[src/rtl/seg7_scan_driver.sv]
// Time-multiplexed common-anode 7-segment scan driver with a double-buffered display value.
// Define SEG7_SCAN_DP_EN to add per-digit decimal-point mask input and dp output.
module seg7_scan_driver #(
    parameter int NUM_DIGITS  = 4,
    parameter int REFRESH_DIV = 50000
) (
    input  logic                    clk,
    input  logic                    rst,
    input  logic                    load,
    input  logic [4*NUM_DIGITS-1:0] value,
    input  logic                    blank_lz,
`ifdef SEG7_SCAN_DP_EN
    input  logic [NUM_DIGITS-1:0]   dp_mask,
    output logic                    dp,
`endif
    output logic [6:0]              seg,
    output logic [NUM_DIGITS-1:0]   an,
    output logic                    frame_tick,
    output logic                    pending
);
    localparam int IDX_W = (NUM_DIGITS > 1) ? $clog2(NUM_DIGITS) : 1;
    localparam int DIV_W = $clog2(REFRESH_DIV);

    logic [DIV_W-1:0]          div_q, div_d;
    logic [IDX_W-1:0]          idx_q, idx_d;
    logic [4*NUM_DIGITS-1:0]   shadow_q, shadow_d, active_q, active_d;
    logic                      pending_q, pending_d;
    logic [6:0]                seg_q, seg_d;
    logic [NUM_DIGITS-1:0]     an_q, an_d;
    logic                      frame_tick_q, frame_tick_d;
    logic                      step, last, boundary;
    logic [3:0]                nib;
    logic                      zero_above, blank_sel;
`ifdef SEG7_SCAN_DP_EN
    logic [NUM_DIGITS-1:0]     shadow_dp_q, shadow_dp_d, active_dp_q, active_dp_d;
    logic                      dp_q, dp_d, dp_sel;
`endif

    function automatic logic [6:0] hex7(input logic [3:0] h);
        case (h)
            4'h0: hex7 = 7'b0000001;  4'h1: hex7 = 7'b1001111;
            4'h2: hex7 = 7'b0010010;  4'h3: hex7 = 7'b0000110;
            4'h4: hex7 = 7'b1001100;  4'h5: hex7 = 7'b0100100;
            4'h6: hex7 = 7'b0100000;  4'h7: hex7 = 7'b0001111;
            4'h8: hex7 = 7'b0000000;  4'h9: hex7 = 7'b0000100;
            4'hA: hex7 = 7'b0001000;  4'hB: hex7 = 7'b1100000;
            4'hC: hex7 = 7'b0110001;  4'hD: hex7 = 7'b1000010;
            4'hE: hex7 = 7'b0110000;  default: hex7 = 7'b0111000;
        endcase
    endfunction

    always_comb begin
        step      = (div_q == DIV_W'(REFRESH_DIV - 1));
        last      = (idx_q == IDX_W'(NUM_DIGITS - 1));
        boundary  = step && last;
        div_d     = step ? '0 : div_q + 1'b1;
        idx_d     = step ? (last ? '0 : idx_q + 1'b1) : idx_q;
        shadow_d  = shadow_q;
        active_d  = active_q;
        pending_d = pending_q;
`ifdef SEG7_SCAN_DP_EN
        shadow_dp_d = shadow_dp_q;
        active_dp_d = active_dp_q;
`endif
        // A load landing on the boundary bypasses the shadow so it is not held back a frame.
        if (load) begin
            shadow_d  = value;
            pending_d = 1'b1;
`ifdef SEG7_SCAN_DP_EN
            shadow_dp_d = dp_mask;
`endif
        end
        if (boundary && load) begin
            active_d  = value;
            pending_d = 1'b0;
`ifdef SEG7_SCAN_DP_EN
            active_dp_d = dp_mask;
`endif
        end else if (boundary && pending_q) begin
            active_d  = shadow_q;
            pending_d = 1'b0;
`ifdef SEG7_SCAN_DP_EN
            active_dp_d = shadow_dp_q;
`endif
        end
        frame_tick_d = boundary;
    end

    // Walk from the top digit down so zero_above covers nibbles NUM_DIGITS-1..i.
    always_comb begin
        nib        = '0;
        zero_above = 1'b1;
        blank_sel  = 1'b0;
`ifdef SEG7_SCAN_DP_EN
        dp_sel     = 1'b0;
`endif
        for (int i = NUM_DIGITS - 1; i >= 0; i--) begin
            zero_above = zero_above && (active_q[4*i +: 4] == 4'h0);
            if (idx_q == IDX_W'(i)) begin
                nib       = active_q[4*i +: 4];
                blank_sel = blank_lz && (i != 0) && zero_above;
`ifdef SEG7_SCAN_DP_EN
                dp_sel    = active_dp_q[i];
`endif
            end
        end
        seg_d = blank_sel ? 7'b1111111 : hex7(nib);
        for (int i = 0; i < NUM_DIGITS; i++)
            an_d[i] = !((idx_q == IDX_W'(i)) && !blank_sel);
`ifdef SEG7_SCAN_DP_EN
        dp_d = !(dp_sel && !blank_sel);
`endif
    end

    always_ff @(posedge clk or posedge rst) begin
        if (rst) begin
            div_q        <= '0;
            idx_q        <= '0;
            shadow_q     <= '0;
            active_q     <= '0;
            pending_q    <= 1'b0;
            seg_q        <= 7'b1111111;
            an_q         <= '1;
            frame_tick_q <= 1'b0;
`ifdef SEG7_SCAN_DP_EN
            shadow_dp_q  <= '0;
            active_dp_q  <= '0;
            dp_q         <= 1'b1;
`endif
        end else begin
            div_q        <= div_d;
            idx_q        <= idx_d;
            shadow_q     <= shadow_d;
            active_q     <= active_d;
            pending_q    <= pending_d;
            seg_q        <= seg_d;
            an_q         <= an_d;
            frame_tick_q <= frame_tick_d;
`ifdef SEG7_SCAN_DP_EN
            shadow_dp_q  <= shadow_dp_d;
            active_dp_q  <= active_dp_d;
            dp_q         <= dp_d;
`endif
        end
    end

    assign seg        = seg_q;
    assign an         = an_q;
    assign frame_tick = frame_tick_q;
    assign pending    = pending_q;
`ifdef SEG7_SCAN_DP_EN
    assign dp         = dp_q;
`endif
endmodule

[config.mk]
export PLATFORM = sky130hd
export DESIGN_NAME = seg7_scan_driver
export DESIGN_NICKNAME = d
export VERILOG_FILES = /design/src/rtl/seg7_scan_driver.sv
export SDC_FILE = /design/constraint.sdc
export NUM_CORES = 1
export LEC_CHECK = 0
export ABC_AREA = 1
export CAP_MARGIN = 20
export CORE_MARGIN = 1
export CORE_UTILIZATION = 55
export CTS_BUF_LIST = sky130_fd_sc_hd__clkbuf_16
export CTS_CLUSTER_DIAMETER = 80
export DETAILED_ROUTE_END_ITERATION = 8
export PLACE_DENSITY = 0.86
export SYNTH_ARGS = -nofsm -noshare
export SYNTH_HDL_FRONTEND = slang
export SYNTH_SLANG_ARGS = --single-unit
[constraint.sdc]
create_clock -name clk -period 5.4 [get_ports clk]
set_input_delay 1.35 -clock clk [delete_from_list [all_inputs] [get_ports clk]]
set_output_delay 1.35 -clock clk [all_outputs]
set_load 0.005 [all_outputs]
### After elaboration in Yosys (flattened, before gate mapping)

Memory sizes are Yosys's and may differ from the RTL's.
Cells that the tools add are included.

| word-level totals | value |
|---|---|
| register bits after elaboration | 63 |
| bits in read-only memories | 112 |
| input port bits | 20 |
| output and inout port bits | 13 |
| word-level logic and storage cells | 54 |
| memories | 1 |

| operators by class | value |
|---|---|
| add/subtract/negate cells | 2 |
| equality and inequality tests | 4 |
| muxes and demuxes | 16 |
| reductions and logical operators | 23 |

Memory list:

| name | depth | width | rd ports | clocked after Yosys merged registers in | write ports | line | text |
|---|---|---|---|---|---|---|---|
| (no name shown) | 16 | 7 | 1 | 0 | 0 | 40 | `case (h)` |

Operator list:

| cell | count |
|---|---|
| $mux 16 | 3 |
| $add 16x1->16 const B | 1 |
| $eq 16x16->1 const B | 1 |
| $mux 4 | 4 |
| $logic_and 1x1->1 | 12 |
| $logic_not 4->1 | 3 |
| $mux 1 | 7 |
| $mux 7 | 1 |
| $logic_not 1->1 | 5 |
| $eq 2x2->1 const B | 2 |
| $reduce_bool 3->1 | 1 |
| $add 2x1->2 const B | 1 |
| $eq 2x1->1 const B | 1 |
| $logic_not 2->1 | 1 |
| $mux 2 | 1 |
| $reduce_bool 2->1 | 1 |

### Longest topological paths before layout

Gate-level depths: netlist of run 1.

| logic depth | value |
|---|---|
| depth in word-level cells | 9 |
| gate-level depth with buffers | 13 |
| mapped depth without buffers | 13 |

### Worst setup path before layout of run 1

OpenSTA, ideal clock, no wires.

| path | value |
|---|---|
| kind | input-to-reg |
| from | input load |
| to | register active_q[0] |
| setup time | 0.065 ns |
| data arrival time | 2.284 ns |
| required time | 5.335 ns |
| slack | 3.051 ns |
| stages on the path | 7 |
| path buffers | 2 |
| cell sequence | buf_4 -> nor2_1 -> inv_1 -> nand2_4 -> buf_6 -> nand2_1 -> nand2_1 |

| between the ends | value |
|---|---|
| word-level cells in the longest chain between the ends | 2 |
| elaborated cells between the ends (all ways) | 3 |
| those cells by class | mux (1); reduce/logical (2) |

Ends and longest elaborated chain:

| element | line | text |
|---|---|---|
| start: declaration | 9 | `input logic load,` |
| $logic_and 1x1->1 (*) | 73 | `if (boundary && load) begin` |
| $mux 16 or $reduce_bool 2->1 (tied branches) | -- |  |
| end signal: assignment | 134 | `active_q <= active_d;` |
| end: declaration | 26 | `logic [4*NUM_DIGITS-1:0] shadow_q, shadow_d, active_q, active_d;` |

Mark *: on every way between the ends. The rest lies on a longest branch, timed or not.
A chain may end at the register's enable or synchronous reset.

### Worst setup path after layout of run 1

| path | value |
|---|---|
| from | input load |
| to | register active_q[9] |

The elaborated chain is that of the path after synthesis.

==> flow_metrics.py, run 1 <==
metrics = {
    "critical_path": {
        "reg2regPathDepth": 13,
        "critPathKind": "input port to register",
        "r2r-start": "idx_q[0]",
        "cp-start-kind": "input port",
        "r2r-end": "seg[3]",
        "ff2ff_setup_slack_ns": 3.07,
        "critical_path.startpoint": "load",
        "critPathCaptureType": "register",
        "required_ns": 5.62,
        "worstPathMaxFanout": 34,
        "cp.arrival_ns": 3.01,
    },
    "global_route": {
        "grt_use_total": 0.2458,
        "grt_pass1_wl_mm": 11.96,
        "antenna_found_initial": 0,
        "overflow": 0,
        "grt_pass1_vias": 2695,
        "grt_max_degree": 47,
    },
    "cts": {
        "root_buffer": "clkbuf_16",
        "clk_pin_slew_ns": 0.05,
        "cts.sinks": 63,
        "clock_latency_ns": 0.33,
        "clock_path_buffers": 2,
        "numCtsBuffers": 9,
        "postCtsSetupRepairBufs": 0,
        "holdBufCountCts": 0,
        "cts_resized": 0,
        "h-tree-depth": 3,
        "cts_tree": "done",
    },
    "floorplan": {
        "die-area_um2": 6441,
        "pin_count": 33,
        "dieHeight_um": 80.26,
        "row_count": 28,
        "fp.dieW_um": 80.26,
        "start_util": 0.5689,
        "core_area_um2": 5921,
    },
    "hold_path": {
        "hold_depth": 2,
        "whs_endpoint": "shadow_q[8]",
        "min-delay-start": "shadow_q[8]",
        "hold_path.class": "register to register",
    },
    "routing": {
        "drt-initial-drc-count": 157,
        "wire_per_inst_um": 12.53,
        "drtPass1Iterations": 4,
        "drc": 0,
        "detail-route-antenna-nets": 0,
        "drt-total-wl_mm": 6.740,
        "vias": 2776,
        "post_drt_via_cell_ratio": 5.160,
    },
    "yosys": {
        "seq_area_frac_synth": 0.4721,
        "yosysWarnings": 0,
        "synth_top_area_share": 0.3863,
        "async_reset_ff_frac": 1.000,
        "synth_area_leaders": "dfrtp_1 39%, nand2_1 15%, dfstp_2 8.6%, inv_1 6.5%, nand3_1 5.8%",
        "synth_top_cells_by_count": "131 x nand2_1, 58 x inv_1, 52 x dfrtp_1",
        "ys_types": 33,
        "synth-main-ff-cell": "dfrtp_1",
        "syn_inst": 422,
        "synth_area_per_cell_um2": 7.982,
        "yosys_register_bits": 63,
        "synth_edf_count": 0,
        "synth_area_um2": 3368,
        "yosysTopAreaCell": "dfrtp_1",
        "syn_nets": 454,
        "synth.most_common_cell": "nand2_1",
    },
    "timing": {
        "finalHoldViolCount": 0,
        "worst_pin_slew_ns": 0.6339,
        "clock-skew-final_ns": 0.005934,
        "rsz0062_at_grt": "false",
        "whs_ns": 0.4750,
        "report.final.slew_viol_count": 0,
        "slew_headroom": 0.5729,
        "setup_viol": 0,
        "min_period_over_period": 0.5167,
        "max_freq_mhz": 358.4,
        "tns_ns": 0,
        "period_needed_ns": 2.790,
    },
    "run": {
        "max_cap_viol_count": 0,
    },
    "place": {
        "gp_congestion": 0.8790,
        "io_buffers": 32,
        "dp_hpwl_mm": 4.789,
    },
    "status": {
        "status": "complete, no violations",
    },
    "layout": {
        "diodes": 0,
        "nets": 490,
        "drive_gt1_frac": 0.1080,
        "fillers": 471,
        "synthToLayoutAreaGrowth_pct": 19.84,
    },
    "power": {
        "irDropWorstVdd_mv": 0.2126,
        "power.density_nw_per_um2": 280.1,
        "power.leakage_nw": 2.098,
    },
}
## worst max-delay path, cell delays in order
cell             delay (ns)
clkdlybuf4s50_1        0.51
buf_16                 0.22
nor2_1                 0.33
inv_1                  0.18
nand2_4                0.18
nand2_1                0.10
o21ai_2                0.07
inv_1                  0.05
## cells by family after synthesis
family          after synthesis  share of synthesized area
compound gates               37                    0.06092
xor+xnor                      8                    0.02080
fa+ha+maj                    12                    0.04458
buf+inv                      69                    0.08543
flops                        63                     0.4721
simple gates                233                     0.3161
## cells in the final DEF (no fill, tap or decap), types with 7 or more instances in the layout
master,count
a21oi_1,11
clkbuf_16,9
clkdlybuf4s50_1,32
dfrtp_1,52
dfstp_2,11
ha_1,12
inv_1,59
nand2_1,131
nand3_1,39
nor2_1,30
nor2_2,7
o21ai_0,18
xor2_1,8
## area by class of cell
type                       instances  area (um2)  share of cell area
tap                               75       93.84             0.02325
clock inverter                     7       56.30             0.01395
inverter                          60       225.2             0.05580
timing repair buffer              34       355.3             0.08803
clock buffer                       9       225.2             0.05580
sequential                        63        1590              0.3940
multi-input combinational        290        1490              0.3692
## flip-flops by register name (all words and copies together) (netlist names)
name / count
active_q: 16
an: 4
div_q: 16
frame_tick: 1
idx_q: 2
pending: 1
seg: 7
shadow_q: 16
## metrics by stage
stage / std cells / area, um2 / total power [mW] / util / setup slack [ns]
2_1_floorplan: 422 / 3368 / 0.5576 / - / 2.498
3_3_place_gp: 521 / 3727 / 0.5907 / 0.6295 / 1.867
3_5_place_dp: 521 / 3727 / 0.5936 / 0.6295 / 1.746
4_1_cts: 537 / 4009 / 1.136 / 0.6771 / 2.088
5_1_grt: 538 / 4036 / 1.174 / 0.6817 / 2.545
6_report: 538 / 4036 / 1.131 / 0.6817 / 2.610
## power by group
part	leakage (nW)	total [mW]	internal (mW)	switching, mW
sequential	0.750	0.504	0.496	0.00790
clock	0.149	0.543	0.349	0.194
combinational	1.20	0.0835	0.0376	0.0458
## how the worst max path moves through the flow
stage	end	slack, ns	cells past startpoint
after detailed placement	active_q[9]	1.75	7
after floorplan	active_q[0]	2.50	1
after global placement	active_q[7]	1.87	7
final	active_q[9]	2.61	8
after global routing	active_q[9]	2.55	8
after CTS	active_q[9]	2.09	7
## metal layers
layer	up-vias	track usage	wire, um
li1	1399	-	-
met1	1288	0.3073	3059
met2	72	0.3991	3262
met3	17	0.04545	245
met4	0	0.1393	173
met5	-	0	0
Power figures use the tool's default switching activity.
==> inputs of run 2 (changes only) <==
--- a/config.mk
+++ b/config.mk
@@ -8,11 +8,11 @@
 export ABC_AREA = 1
 export CAP_MARGIN = 20
 export CORE_MARGIN = 1
-export CORE_UTILIZATION = 55
+export CORE_UTILIZATION = 51
 export CTS_BUF_LIST = sky130_fd_sc_hd__clkbuf_16
 export CTS_CLUSTER_DIAMETER = 80
 export DETAILED_ROUTE_END_ITERATION = 8
-export PLACE_DENSITY = 0.86
+export PLACE_DENSITY = 0.84
 export SYNTH_ARGS = -nofsm -noshare
 export SYNTH_HDL_FRONTEND = slang
 export SYNTH_SLANG_ARGS = --single-unit
==> constraint.sdc (replaced) <==
create_clock -name clk -period 2.3 [get_ports clk]
set_input_delay 0.575 -clock clk [delete_from_list [all_inputs] [get_ports clk]]
set_output_delay 0.575 -clock clk [all_outputs]
set_load 0.005 [all_outputs]
==> run 2 against run 1 <==
Compared with the run above:
- combinational power is 130% higher
- sequential power rose by 130%
- worst setup slack worse by 2.4 ns
- register-to-register slack worse by 2.9 ns
- non-clock buffer count increased by 2
- cell area is 1.7% higher
- count of clock-buffer cells in the layout stayed put
- utilization shrank 3.5 points
- sequential cell count is the same
- total power is 150% higher
- final cell count rose by 0.74%
- critical path depth is 4 higher
- critical endpoint is now seg[1]
- largest cell class unchanged
==> flow_metrics.py, run 2 (same netlist as run 1, synthesis figures left out) <==
metrics = {
    "status": {
        "status": "complete, no violations",
    },
    "layout": {
        "most-common-layout-cells": "130 x nand2_1, 58 x inv_1, 52 x dfrtp_1",
        "fin_area_um2": 4104,
        "fillers": 539,
        "drive_gt1_frac": 0.1247,
        "layout_commonest_cell": "nand2_1",
        "nets": 492,
        "diodes": 0,
        "synthToLayoutAreaGrowth_pct": 21.84,
        "reg_top3": "active_q x16, div_q x16, shadow_q x16",
    },
    "place": {
        "placedInstanceArea_um2": 3765,
        "io_buffers": 32,
        "gp_congestion": 0.9269,
        "dp_hpwl_mm": 4.841,
    },
    "power": {
        "power.leakage_nw": 2.111,
        "irDropWorstVdd_mv": 0.4701,
        "power.density_nw_per_um2": 680.9,
    },
    "global_route": {
        "grt_pass1_vias": 2750,
        "grt_use_total": 0.2222,
        "grt_pass1_wl_mm": 12.28,
        "overflow": 0,
        "antenna_found_initial": 0,
        "grt_max_degree": 64,
    },
    "routing": {
        "drt-total-wl_mm": 6.938,
        "post_drt_via_cell_ratio": 5.210,
        "wire_per_inst_um": 12.80,
        "vias": 2824,
        "drtPass1Iterations": 4,
        "drc": 0,
        "drt-initial-drc-count": 158,
        "detail-route-antenna-nets": 0,
    },
    "cts": {
        "clk_pin_slew_ns": 0.05,
        "holdBufCountCts": 0,
        "cts_tree": "done",
        "numCtsBuffers": 9,
        "clock_latency_ns": 0.33,
        "h-tree-depth": 3,
        "clock_path_buffers": 2,
        "cts.sinks": 63,
        "root_buffer": "clkbuf_16",
    },
    "floorplan": {
        "pin_count": 33,
        "core_area_um2": 6350,
        "fp.dieW_um": 83.27,
        "start_util": 0.5304,
        "row_count": 29,
        "dieHeight_um": 83.27,
        "die-area_um2": 6933,
    },
    "critical_path": {
        "r2r-start": "idx_q[1]",
        "critPathCaptureType": "register",
        "cp.arrival_ns": 2.39,
        "cp-start-kind": "register",
        "critical_path.startpoint": "idx_q[1]",
        "ff2ff_setup_slack_ns": 0.18,
        "critPathKind": "register to register",
        "worstPathMaxFanout": 8,
        "reg2regPathDepth": 12,
        "r2r-end": "seg[1]",
        "required_ns": 2.57,
    },
    "timing": {
        "finalHoldViolCount": 0,
        "period_needed_ns": 2.118,
        "worst_pin_slew_ns": 0.5711,
        "clock-skew-final_ns": 0.006039,
        "tns_ns": 0,
        "slew_headroom": 0.6167,
        "report.final.slew_viol_count": 0,
        "min_period_over_period": 0.9209,
        "setup_viol": 0,
        "max_freq_mhz": 472.1,
        "rsz0062_at_grt": "false",
    },
    "hold_path": {
        "whs_endpoint": "div_q[0]",
        "hold_path.class": "register to register",
        "hold_depth": 1,
        "min-delay-start": "div_q[0]",
    },
    "run": {
        "max_cap_viol_count": 0,
    },
}
run 2: per-stage QoR:
step	cells	total power [mW]	setup slack (ns)	util	hold WS [ns]
floorplan	422	1.309	0.1735	-	0.4329
global placement	526	1.391	0.2571	0.5929	0.4441
detailed placement	526	1.398	0.1002	0.5929	0.4521
CTS	542	2.822	0.01021	0.6424	0.4593
global route	542	2.910	0.004915	0.6463	0.5021
finish	542	2.794	0.1819	0.6463	0.4577
run 2: worst max-delay path: stages, from the launching register on:
cell and delay (ns):
dfrtp_1 0.42, ha_1 0.45, nand2_1 0.15, nand2_1 0.10, o211ai_1 0.09, nand2_1 0.12, nand2_2 0.10, inv_1 0.09
ha_1 0.17, nand3_1 0.12, o21ai_0 0.11, nand2_1 0.08, nand2_1 0.09
run 2: per-layer routing:
metal / share of wire / vias to the layer above / global-route usage
met3: 0.049 / 22 / 0.05368
met1: 0.45 / 1297 / 0.2830
met4: 0.029 / 0 / 0.09718
li1: - / 1410 / -
met2: 0.47 / 95 / 0.3607
met5: 0 / - / 0
run 2: area by class of cell:
type	instances	area, um2	share of cell area
clock buffers	9	225.2	0.05488
clock inverters	7	88.84	0.02165
inverters	60	225.2	0.05488
multi-input cells	290	1515	0.3692
flip-flops and latches	63	1590	0.3875
well taps	77	96.34	0.02348
repair buffers	36	362.8	0.08841
run 2: worst max path at each step:
stage / end / slack [ns] / cells after the start
6_report: seg[1] / 0.18 / 12
5_1_grt: seg[3] / 0.005 / 12
4_1_cts: seg[5] / 0.01 / 13
3_5_place_dp: seg[5] / 0.10 / 13
3_3_place_gp: seg[5] / 0.26 / 13
2_1_floorplan: active_q[0] / 0.17 / 1
run 2: timing repair:
action | CTS | global route
resized for setup | 0 | 7
endpoints found under the setup margin | 0 | 7
buffers inserted | 0 | 0
run 2: report_power, final:
| group | internal [mW] | switching, mW |
|---|---|---|
| Sequential | 1.17 | 0.0192 |
| Combinational | 0.0882 | 0.107 |
| Clock | 0.939 | 0.476 |
